### config.mk
export PLATFORM = sky130hd
export DESIGN_NAME = dsp_rst_seq
export DESIGN_NICKNAME = d
export VERILOG_FILES = /design/src/rtl/dsp_rst_pkg.sv /design/src/rtl/dsp_rststat_sync.sv /design/src/rtl/dsp_rst_seq.sv
export SDC_FILE = /design/constraint.sdc
export NUM_CORES = 1
export LEC_CHECK = 0
export CORE_MARGIN = 2
export CORE_UTILIZATION = 54
export DETAILED_ROUTE_END_ITERATION = 8
export PLACE_DENSITY = 0.76
export SYNTH_ARGS = -nofsm -noshare
export SYNTH_HDL_FRONTEND = slang
export SYNTH_SLANG_ARGS = --single-unit
export TNS_END_PERCENT = 5
### constraint.sdc
create_clock -name clk_sys -period 4.2 [get_ports clk_sys]
set_clock_uncertainty 0.05 [all_clocks]
set_input_delay 0.84 -clock clk_sys [delete_from_list [all_inputs] [get_ports clk_sys]]
set_output_delay 0.84 -clock clk_sys [all_outputs]
set_load 0.01 [all_outputs]
### src/rtl/dsp_rst_pkg.sv
// Shared types and default phase lengths for the DSP reset sequencer.
// Default delays assume the 25 MHz board clock.
package dsp_rst_pkg;

    typedef enum logic [2:0] {
        ST_HOLD,
        ST_SOFT,
        ST_POR,
        ST_FULL,
        ST_RUN,
        ST_FAIL
    } seq_state_t;

    localparam int unsigned DEF_N_DSP     = 2;
    localparam int unsigned DEF_CNT_W     = 20;
    localparam int unsigned DEF_T_SOFT    = 32'hC350;
    localparam int unsigned DEF_T_POR     = 32'h61A8;
    localparam int unsigned DEF_T_FULL    = 32'h30D4;
    localparam int unsigned DEF_T_STRAP   = 250;
    localparam int unsigned DEF_T_STAT    = 32'h30D4;
    localparam int unsigned DEF_MAX_RETRY = 2;

endpackage

### src/rtl/dsp_rststat_sync.sv
// Two-flop synchroniser for one DSP RESETSTATn pin plus falling-edge detect.
// synced lags the pin by 2 cycles; fall is a 1-cycle pulse aligned with synced going low.
module dsp_rststat_sync (
    input  logic clk_sys,
    input  logic hard_rst_n,
    input  logic async_in,
    output logic synced,
    output logic fall
);

    logic meta_q;
    logic sync_q;
    logic prev_q;

    always_ff @(posedge clk_sys) begin
        if (!hard_rst_n) begin
            meta_q <= 1'b0;
            sync_q <= 1'b0;
            prev_q <= 1'b0;
        end else begin
            meta_q <= async_in;
            sync_q <= meta_q;
            prev_q <= sync_q;
        end
    end

    assign synced = sync_q;
    assign fall   = prev_q & ~sync_q;

endmodule

### src/rtl/dsp_rst_seq.sv
// N-channel C6678 reset sequencer: HOLD->SOFT->POR->FULL->RUN/FAIL with masked re-sequencing.
// Pin outputs register one cycle after state; DSP_RST_WDOG_EN adds bounded automatic retries.
module dsp_rst_seq
    import dsp_rst_pkg::*;
#(
    parameter int unsigned N_DSP     = DEF_N_DSP,
    parameter int unsigned CNT_W     = DEF_CNT_W,
    parameter int unsigned T_SOFT    = DEF_T_SOFT,
    parameter int unsigned T_POR     = DEF_T_POR,
    parameter int unsigned T_FULL    = DEF_T_FULL,
    parameter int unsigned T_STRAP   = DEF_T_STRAP,
    parameter int unsigned T_STAT    = DEF_T_STAT,
    parameter int unsigned MAX_RETRY = DEF_MAX_RETRY
) (
    input  logic             clk_sys,
    input  logic             hard_rst_n,
    input  logic [N_DSP-1:0] dsp_rstn_state,
    input  logic             seq_req,
    input  logic [N_DSP-1:0] seq_mask,
    output logic             seq_ack,
    output logic [N_DSP-1:0] rst_soft_n,
    output logic [N_DSP-1:0] rst_por_n,
    output logic [N_DSP-1:0] rst_full_n,
    output logic [N_DSP-1:0] strap_oe,
    output logic             busy,
    output logic             done,
    output logic [N_DSP-1:0] fail_vec,
    output logic [N_DSP-1:0] lost_vec
);

    if (N_DSP < 1 || N_DSP > 8 || MAX_RETRY > 255 ||
        T_SOFT < 1 || T_POR < 1 || T_FULL < 1 || T_STAT < 1 ||
        T_SOFT >= 2**CNT_W || T_POR >= 2**CNT_W || T_FULL >= 2**CNT_W ||
        T_STRAP >= 2**CNT_W || T_STAT >= 2**CNT_W) begin : g_bad_cfg
        $error("dsp_rst_seq: invalid parameter set");
    end

    localparam logic [CNT_W-1:0] SOFT_END  = CNT_W'(T_SOFT - 1);
    localparam logic [CNT_W-1:0] POR_END   = CNT_W'(T_POR - 1);
    localparam logic [CNT_W-1:0] FULL_END  = CNT_W'(T_FULL - 1);
    localparam logic [CNT_W-1:0] STAT_END  = CNT_W'(T_STAT - 1);
    localparam logic [CNT_W-1:0] STRAP_LEN = CNT_W'(T_STRAP);
    localparam bit               STRAP_AT_END = (T_STRAP >= T_STAT);

    seq_state_t       state;
    seq_state_t       state_nxt;
    logic [CNT_W-1:0] cnt;
    logic [CNT_W-1:0] cnt_inc;
    logic [CNT_W-1:0] strap_cnt;
    logic [CNT_W-1:0] strap_inc;
    logic [N_DSP-1:0] mask;
    logic [N_DSP-1:0] stat;
    logic [N_DSP-1:0] stat_fall;
    logic [N_DSP-1:0] auto_mask;
    logic [N_DSP-1:0] reseq_mask;
    logic [N_DSP-1:0] clr_mask;
    logic [N_DSP-1:0] fail_set;
    logic [N_DSP-1:0] lost_set;
    logic             accept;
    logic             reseq;
    logic             masked_up;
    logic             full_released;
    logic             drive_soft;
    logic             drive_por;
    logic             drive_full;
    logic             drive_strap;

    for (genvar g = 0; g < N_DSP; g++) begin : g_sync
        dsp_rststat_sync u_sync (
            .clk_sys    (clk_sys),
            .hard_rst_n (hard_rst_n),
            .async_in   (dsp_rstn_state[g]),
            .synced     (stat[g]),
            .fall       (stat_fall[g])
        );
    end

`ifdef DSP_RST_WDOG_EN
    localparam int unsigned RTY_W = (MAX_RETRY < 2) ? 1 : $clog2(MAX_RETRY + 1);
    logic [RTY_W-1:0] retry [N_DSP];

    always_comb begin
        auto_mask = '0;
        for (int i = 0; i < N_DSP; i++) begin
            if (retry[i] < RTY_W'(MAX_RETRY)) begin
                if (state == ST_FAIL)     auto_mask[i] = fail_vec[i];
                else if (state == ST_RUN) auto_mask[i] = lost_vec[i];
            end
        end
    end

    // An operator request resets the retry budget of the channels it names.
    always_ff @(posedge clk_sys) begin
        if (!hard_rst_n) begin
            for (int i = 0; i < N_DSP; i++) retry[i] <= '0;
        end else begin
            for (int i = 0; i < N_DSP; i++) begin
                if (accept && seq_mask[i])       retry[i] <= '0;
                else if (!accept && auto_mask[i]) retry[i] <= retry[i] + RTY_W'(1);
            end
        end
    end
`else
    assign auto_mask = '0;
`endif

    always_comb begin
        cnt_inc       = (&cnt) ? cnt : cnt + CNT_W'(1);
        strap_inc     = (&strap_cnt) ? strap_cnt : strap_cnt + CNT_W'(1);
        accept        = seq_req && (state == ST_RUN || state == ST_FAIL) && (|seq_mask);
        reseq         = accept || (|auto_mask);
        reseq_mask    = accept ? seq_mask : auto_mask;
        clr_mask      = reseq ? reseq_mask : '0;
        masked_up     = &(stat | ~mask);
        // RESETSTATn may be stale high; only trust it once RESETFULLn is actually out.
        full_released = &(rst_full_n | ~mask);

        state_nxt = state;
        case (state)
            ST_HOLD: if (cnt == SOFT_END) state_nxt = ST_SOFT;
            ST_SOFT: if (cnt == POR_END)  state_nxt = ST_POR;
            ST_POR:  if (cnt == FULL_END) state_nxt = ST_FULL;
            ST_FULL: begin
                if (masked_up && full_released) state_nxt = ST_RUN;
                else if (cnt == STAT_END)       state_nxt = ST_FAIL;
            end
            ST_RUN, ST_FAIL: if (reseq) state_nxt = ST_HOLD;
            default: state_nxt = ST_HOLD;
        endcase

        fail_set = (state == ST_FULL && state_nxt == ST_FAIL) ? (mask & ~stat) : '0;
        lost_set = (state == ST_RUN) ? stat_fall : '0;

        drive_soft  = (state != ST_HOLD);
        drive_por   = (state == ST_POR) || (state == ST_FULL) || (state == ST_RUN) || (state == ST_FAIL);
        drive_full  = (state == ST_FULL) || (state == ST_RUN) || (state == ST_FAIL);
        drive_strap = !drive_full ||
                      ((strap_cnt < STRAP_LEN) && !(STRAP_AT_END && state != ST_FULL));
    end

    always_ff @(posedge clk_sys) begin
        if (!hard_rst_n) begin
            state      <= ST_HOLD;
            cnt        <= '0;
            strap_cnt  <= '0;
            mask       <= '1;
            seq_ack    <= 1'b0;
            busy       <= 1'b1;
            done       <= 1'b0;
            fail_vec   <= '0;
            lost_vec   <= '0;
            rst_soft_n <= '0;
            rst_por_n  <= '0;
            rst_full_n <= '0;
            strap_oe   <= '1;
        end else begin
            state     <= state_nxt;
            cnt       <= (state_nxt != state) ? '0 : cnt_inc;
            // Strap hold is timed from FULL entry and keeps running into RUN.
            strap_cnt <= (state_nxt == ST_FULL && state != ST_FULL) ? '0 : strap_inc;
            if (reseq) mask <= reseq_mask;
            seq_ack  <= accept;
            busy     <= !(state == ST_RUN || state == ST_FAIL);
            done     <= (state == ST_RUN) && (&stat);
            fail_vec <= (fail_vec & ~clr_mask) | fail_set;
            lost_vec <= (lost_vec & ~clr_mask) | lost_set;
            for (int i = 0; i < N_DSP; i++) begin
                if (mask[i]) begin
                    rst_soft_n[i] <= drive_soft;
                    rst_por_n[i]  <= drive_por;
                    rst_full_n[i] <= drive_full;
                    strap_oe[i]   <= drive_strap;
                end
            end
        end
    end

endmodule

==> results of run 1 <==
-- through the flow --
stage,power (µW),instance area [µm²],setup WS (ps)
after CTS,1220,3860,1400
after detailed placement,690,3650,1100
after floorplan,676,3420,2000
after global routing,1250,3860,1140
after global placement,689,3650,1180
final,1210,3860,1370
-- layout by cell type (no fill, tap or decap), types with 4 or more instances in the layout --
master and n:
buf_4 4, xnor2_1 15, a221oi_2 5, a21oi_1 13, dfxtp_1 66, nand2_1 30
nor4_1 23, o21ai_0 9, nand4_1 11, clkdlybuf4s50_1 21, mux2i_1 9, inv_1 8
clkbuf_8 10, and3_1 7, nor2_1 15, nand2b_1 4, ha_1 5, xor2_1 4
and2_1 9, nor3_1 21, nand3_1 20, o31ai_1 4, or3_1 10, a211oi_1 28
-- synthesized netlist by cell type (all sizes together), types with 5 or more instances --
cell and instances:
a211oi 28, a21oi 14, a221oi 5, and2 10
and3 7, buf 11, clkbuf 13, dfxtp 66
ha 5, inv 8, mux2i 9, nand2 30
nand3 20, nand4 11, nor2 15, nor3 21
nor4 25, o21ai 9, or3 10, xnor2 15
-- how the worst max path moves through the flow --
stage | startpoint | to | slack, ps | depth (start not counted)
after floorplan | cnt[0]$_SDFFE_PP0N_ | cnt[13]$_SDFFE_PP0N_ | 2000 | 7
after global placement | hard_rst_n | cnt[12]$_SDFFE_PP0N_ | 1180 | 7
after detailed placement | hard_rst_n | cnt[1]$_SDFFE_PP0N_ | 1100 | 7
after CTS | cnt[0]$_SDFFE_PP0N_ | cnt[4]$_SDFFE_PP0N_ | 1400 | 6
after global routing | cnt[10]$_SDFFE_PP0N_ | strap_cnt[10]$_SDFFE_PP0N_ | 1140 | 5
final | cnt[0]$_SDFFE_PP0N_ | cnt[4]$_SDFFE_PP0N_ | 1370 | 6
-- power groups by stage --
stage	Combinational [µW]	Sequential [µW]	Clock, µW
global placement	34.7	654	0
floorplan	23.8	653	0
CTS	35.8	640	544
global route	40.0	641	572
detailed placement	35.6	655	0
finish	35.7	640	534
-- per-layer routing --
layer | vias up | track usage, % | routed length (µm)
met4 | 0 | 6.60 | 58
met1 | 1435 | 30.2 | 3570
met2 | 80 | 33.7 | 3360
met3 | 7 | 4.15 | 359
met5 | - | 0 | 0
li1 | 1516 | - | -
-- cell type report --
cell class,count,area (µm²),share of cell area (%)
Clock buffer,10,138,3.57
Clock inverter,6,66.3,1.72
Inverter,9,33.8,0.875
Multi-Input combinational cell,292,1970,50.9
Sequential cell,66,1320,34.2
Tap cell,75,93.8,2.43
Timing Repair Buffer,25,240,6.23
-- kinds of logic (layout without fill, tap and decap cells) --
logic type,Yosys count,in the layout,share of synthesized area (%)
xor gates and xnor gates,19,19,4.87
AOI/OAI and AO/OA,86,86,19.2
adders and majority gates,5,5,1.83
muxes,10,10,2.97
buffers and inverters,33,50,4.29
and+or+nand+nor,172,172,28.2
DFF,66,66,38.7
==> results.sh, run 1 <==
export IMPL_status="completed"
export IMPL_p_comb_share_pct=3.0
export IMPL_p_clk_share_pct=44.1
export IMPL_core_mm2=0.00603
export IMPL_max_slew_margin_rel_pct=27.4
export IMPL_area_growth_synth_to_final_pct=13.0
export IMPL_ctsHoldBuffers=0
export IMPL_finalSetupViolCount=0
export IMPL_synth_area_leader_cell="dfxtp_1"
export IMPL_grt_setup_unrepaired="false"
export IMPL_clock_sinks=66
export IMPL_synth_area_leaders="dfxtp_1 39%, a211oi_1 6.2%, nor4_1 4.2%"
export IMPL_track_usage_pct=21.5
export IMPL_leakagePower_uw=0.00127
export IMPL_r2r_start="cnt[0]$_SDFFE_PP0N_"
export IMPL_maxSlewViolCount=0
export IMPL_tns_ps=0
export IMPL_antenna_found_initial=0
export IMPL_gp_congestion=0.903
export IMPL_synthDistinctLibCells=55
export IMPL_min_period_ps=2830
export IMPL_holdPathStages=1
export IMPL_io_buffers=21
export IMPL_clkTransAtPathRegs_ps=70
export IMPL_grt_pass1_wl_um=12700
export IMPL_synthFlopType="dfxtp_1"
export IMPL_antenna_left=0
export IMPL_hold_path_class="flop to flop"
export IMPL_cpLargestDelayFamily="simple AND/OR/NAND/NOR gates"
export IMPL_cts_resized=0
export IMPL_synthArstFlopShare_pct=0
export IMPL_grt_pass1_vias=2732
export IMPL_start_kind="flop"
export IMPL_dieArea_mm2=0.00698
export IMPL_switching_share_pct=22.4
export IMPL_cts_setup_buffers=0
export IMPL_placed_cells=467
export IMPL_crit_required_ps=4320
export IMPL_hp_start="g_sync[0].u_sync.meta_q$_SDFF_PN0_"
export IMPL_dr_first_iter_drc_count=208
export IMPL_criticalPathCategory="flop to flop"
export IMPL_p_int_uw=939
export IMPL_yosysWarnings=0
export IMPL_netlist_area_leader_share_pct=38.7
export IMPL_slowest_stage="a21oi_1"
export IMPL_worstMarginPinSlew_ps=1090
export IMPL_numCtsBuffers=9
export IMPL_clk_path_buf_depth=2
export IMPL_cp_cell_sequence="ha_1, or3b_2, nor4_2, nand4_1, a21oi_1, nor4_1"
export IMPL_reg_top3="cnt x20, strap_cnt x20, state x3"
export IMPL_cts_root_buffer="clkbuf_8"
export IMPL_end_kind="flop"
export IMPL_floorplan_initialDensity_pct=56.7
export IMPL_holdWs_ps=395
export IMPL_fillers=514
export IMPL_grt_overflow_total=0
export IMPL_yosysSeqAreaShare_pct=38.7
export IMPL_wire_per_inst_um=15.2
export IMPL_dieWidth_um=83.5
export IMPL_synth_edf_count=0
export IMPL_synth_cells=391
export IMPL_syn_avg_cell_area_um2=8.74
export IMPL_drt_first_pass_iters=5
export IMPL_fin_crit_sh_pct=67.3
export IMPL_rr_worst_depth=6
export IMPL_max_freq_mhz=354
export IMPL_tritoncts="built"
export IMPL_path_buf_inv=0
export IMPL_rows=28
export IMPL_cp_arrival_ps=2950
export IMPL_dp_hpwl_um=5110
export IMPL_wirelength_um=7350
export IMPL_route_vias_total=3038
export IMPL_r2r_slack_ps=1370
export IMPL_path_max_fanout=12
export IMPL_power_frac_seq_pct=52.9
export IMPL_rr_endpoint="cnt[4]$_SDFFE_PP0N_"
export IMPL_final_cells=483
export IMPL_cap_viol_max_count=0
export IMPL_synth_nets=403
export IMPL_powerDensity_mw_per_mm2=314
export IMPL_htreeDepth=3
export IMPL_holdPathEnd="g_sync[0].u_sync.synced$_SDFF_PN0_"
export IMPL_grt_max_degree=28
export IMPL_viasPerCell=6.29
export IMPL_utilization_pct=64.0
export IMPL_peakVddDrop_mv=0.296
export IMPL_cpPeakStageDelay_ps=820
export IMPL_netlist_area_mm2=0.00342
export IMPL_remaining_drc_errors=0
export IMPL_io_pin_count=22
export IMPL_clkLatencyLatePin_ps=340
export IMPL_diodes=0
export IMPL_final_nets=415
export IMPL_die_h_um=83.5
export IMPL_synth_seq_cells=66
export IMPL_drive_gt1_share_pct=9.56
export IMPL_finalHoldViolCount=0
export IMPL_p_sw_uw=271
Power figures use the tool's default switching activity.
==> inputs of run 2 (changes only) <==
--- a/config.mk
+++ b/config.mk
@@ -6,9 +6,9 @@
 export NUM_CORES = 1
 export LEC_CHECK = 0
 export CORE_MARGIN = 2
-export CORE_UTILIZATION = 54
+export CORE_UTILIZATION = 53
 export DETAILED_ROUTE_END_ITERATION = 8
-export PLACE_DENSITY = 0.76
+export PLACE_DENSITY = 0.77
 export SYNTH_ARGS = -nofsm -noshare
 export SYNTH_HDL_FRONTEND = slang
 export SYNTH_SLANG_ARGS = --single-unit
==> constraint.sdc (replaced) <==
create_clock -name clk_sys -period 2.3 [get_ports clk_sys]
set_clock_uncertainty 0.05 [all_clocks]
set_input_delay 0.46 -clock clk_sys [delete_from_list [all_inputs] [get_ports clk_sys]]
set_output_delay 0.46 -clock clk_sys [all_outputs]
set_load 0.01 [all_outputs]
==> run 2 against run 1 <==
Final area is 9.3% higher. Hold slack worse by 3.1 ps. Via count is 6.0% higher. Sequential power is 83% higher. Setup slack worse by 1300 ps. Combinational power grew to 2.5 times the previous value. Die area is 1.8% higher. Flip-flop and latch count stayed put. Non-clock buffer count is 38 higher. Fmax is 28% higher. Clock power is 85% higher. Register-to-register slack worse by 1300 ps. Critical path type unchanged. Largest cell class unchanged. Largest power group unchanged.
==> results.sh, run 2 (synthesized netlist as in run 1, its figures left out) <==
export IMPL_status="completed"
export IMPL_dieArea_mm2=0.00710
export IMPL_final_nets=453
export IMPL_leakagePower_uw=0.00148
export IMPL_min_period_ps=2220
export IMPL_slowest_stage="or4_4"
export IMPL_dp_slack_ps=-174
export IMPL_clock_sinks=66
export IMPL_hold_path_class="flop to flop"
export IMPL_htreeDepth=3
export IMPL_power_frac_seq_pct=51.9
export IMPL_utilization_pct=67.2
export IMPL_track_usage_pct=24.4
export IMPL_placed_area_mm2=0.00399
export IMPL_drt_first_pass_iters=5
export IMPL_p_clk_share_pct=44.1
export IMPL_cap_viol_max_count=0
export IMPL_area_growth_synth_to_final_pct=23.5
export IMPL_io_buffers=21
export IMPL_wirelength_um=8620
export IMPL_die_h_um=84.3
export IMPL_antenna_found_initial=0
export IMPL_grt_max_degree=27
export IMPL_finalSetupViolCount=0
export IMPL_cpPeakStageDelay_ps=560
export IMPL_p_int_uw=1710
export IMPL_antenna_left=0
export IMPL_dp_hpwl_um=5900
export IMPL_fin_crit_sh_pct=96.4
export IMPL_grt_overflow_total=0
export IMPL_rows=29
export IMPL_layout_setup_ws_ps=83.7
export IMPL_final_common_cell="dfxtp_1"
export IMPL_finalInstanceArea_mm2=0.00422
export IMPL_dieWidth_um=84.3
export IMPL_peakVddDrop_mv=0.527
export IMPL_r2r_slack_ps=80
export IMPL_criticalPathCategory="flop to flop"
export IMPL_start_kind="flop"
export IMPL_max_freq_mhz=451
export IMPL_grt_pass1_wl_um=14200
export IMPL_crit_required_ps=2500
export IMPL_cp_cell_sequence="or4_4, nor4_4, a21boi_2, a211o_1, buf_12, a2111oi_2"
export IMPL_clkLatencyLatePin_ps=340
export IMPL_drive_gt1_share_pct=17.9
export IMPL_gp_congestion=0.959
export IMPL_core_mm2=0.00628
export IMPL_route_vias_total=3221
export IMPL_grt_pass1_vias=3131
export IMPL_powerDensity_mw_per_mm2=532
export IMPL_io_pin_count=22
export IMPL_dr_first_iter_drc_count=268
export IMPL_cp_arrival_ps=2420
export IMPL_remaining_drc_errors=0
export IMPL_diodes=0
export IMPL_floorplan_initialDensity_pct=54.4
export IMPL_top_usage_layer="met2"
export IMPL_reg_top3="cnt x20, strap_cnt x20, state x3"
export IMPL_viasPerCell=6.16
export IMPL_clkTransAtPathRegs_ps=80
export IMPL_cts_setup_buffers=0
export IMPL_tns_ps=0
export IMPL_cts_root_buffer="clkbuf_8"
export IMPL_grtUsageMet1_pct=30.9
export IMPL_p_sw_uw=537
export IMPL_worstMarginPinSlew_ps=559
export IMPL_wire_per_inst_um=16.5
export IMPL_switching_share_pct=23.9
export IMPL_numCtsBuffers=9
export IMPL_end_kind="flop"
export IMPL_met2_usage_pct=40.5
export IMPL_finalHoldViolCount=0
export IMPL_final_cell_mix="66 x dfxtp_1, 38 x buf_4, 30 x nand2_1, 28 x a211oi_1, 22 x nor4_1"
export IMPL_path_max_fanout=21
export IMPL_tritoncts="built"
export IMPL_p_comb_share_pct=4.0
export IMPL_max_slew_margin_rel_pct=62.4
export IMPL_clk_path_buf_depth=2
export IMPL_grt_util_met3_pct=4.82
export IMPL_maxSlewViolCount=0
==> run 2: final cells by class <==
class	instances	area [µm²]
inverters	9	33.8
clock buffers	9	124
fillers	501	2060
clock inverters	7	76.3
repair buffers	63	567
multi-input cells	292	2000
well taps	77	96.3
flip-flops and latches	66	1320
==> run 2: timing repair <==
item / 4_1_cts / 5_1_grt
gates resized for setup: 0 / 5
endpoints found under the setup margin: 0 / 34
hold endpoints to repair: 0 / 0
hold buffers: 0 / 0
==> run 2: stage by stage <==
step	total power [µW]	cells	hold WS, ps
after floorplan	1240	391	362
after global placement	1280	507	367
after detailed placement	1280	507	378
after CTS	2260	523	397
after global routing	2320	523	412
final	2240	523	392
==> run 2: worst paths after layout <==
| kind | cells after the start | from | to |
|---|---|---|---|
| setup / recovery | 6 | cnt[19]$_SDFFE_PP0N_ | strap_cnt[2]$_SDFFE_PP0N_ |
| hold / removal | 1 | g_sync[0].u_sync.meta_q$_SDFF_PN0_ | g_sync[0].u_sync.synced$_SDFF_PN0_ |
| setup reg to reg | 6 | cnt[19]$_SDFFE_PP0N_ | strap_cnt[2]$_SDFFE_PP0N_ |
| hold reg to reg | 1 | g_sync[0].u_sync.meta_q$_SDFF_PN0_ | g_sync[0].u_sync.synced$_SDFF_PN0_ |
==> run 2: per-layer routing <==
metal	wire length [µm]	vias to the layer above
li1	-	1589
met1	3790	1509
met2	4170	102
met3	452	21
met4	209	0
met5	0	-
==> run 2: critical path, delay by kind of cell, from the launching register on <==
kind                   cells  cell delay, ps
buffers and inverters      1             170
AOI/OAI and AO/OA          3             760
and+or+nand+nor            2             830
DFF                        1             320
==> run 2: power by group through the flow <==
stage / sequential, µW / clock [µW] / combinational (µW)
finish: 1170 / 989 / 89.7
global route: 1170 / 1050 / 97.1
CTS: 1160 / 1000 / 88.8
detailed placement: 1190 / 0 / 88.9
global placement: 1190 / 0 / 85.2
floorplan: 1190 / 0 / 43.5
==> inputs of run 3 (changes only) <==
--- a/config.mk
+++ b/config.mk
@@ -5,6 +5,7 @@
 export SDC_FILE = /design/constraint.sdc
 export NUM_CORES = 1
 export LEC_CHECK = 0
+export CAP_MARGIN = 5
 export CORE_MARGIN = 2
 export CORE_UTILIZATION = 53
 export DETAILED_ROUTE_END_ITERATION = 8
==> results of run 3 <==
Same layout as run 2: the final DEF is identical, and so are final timing and power.
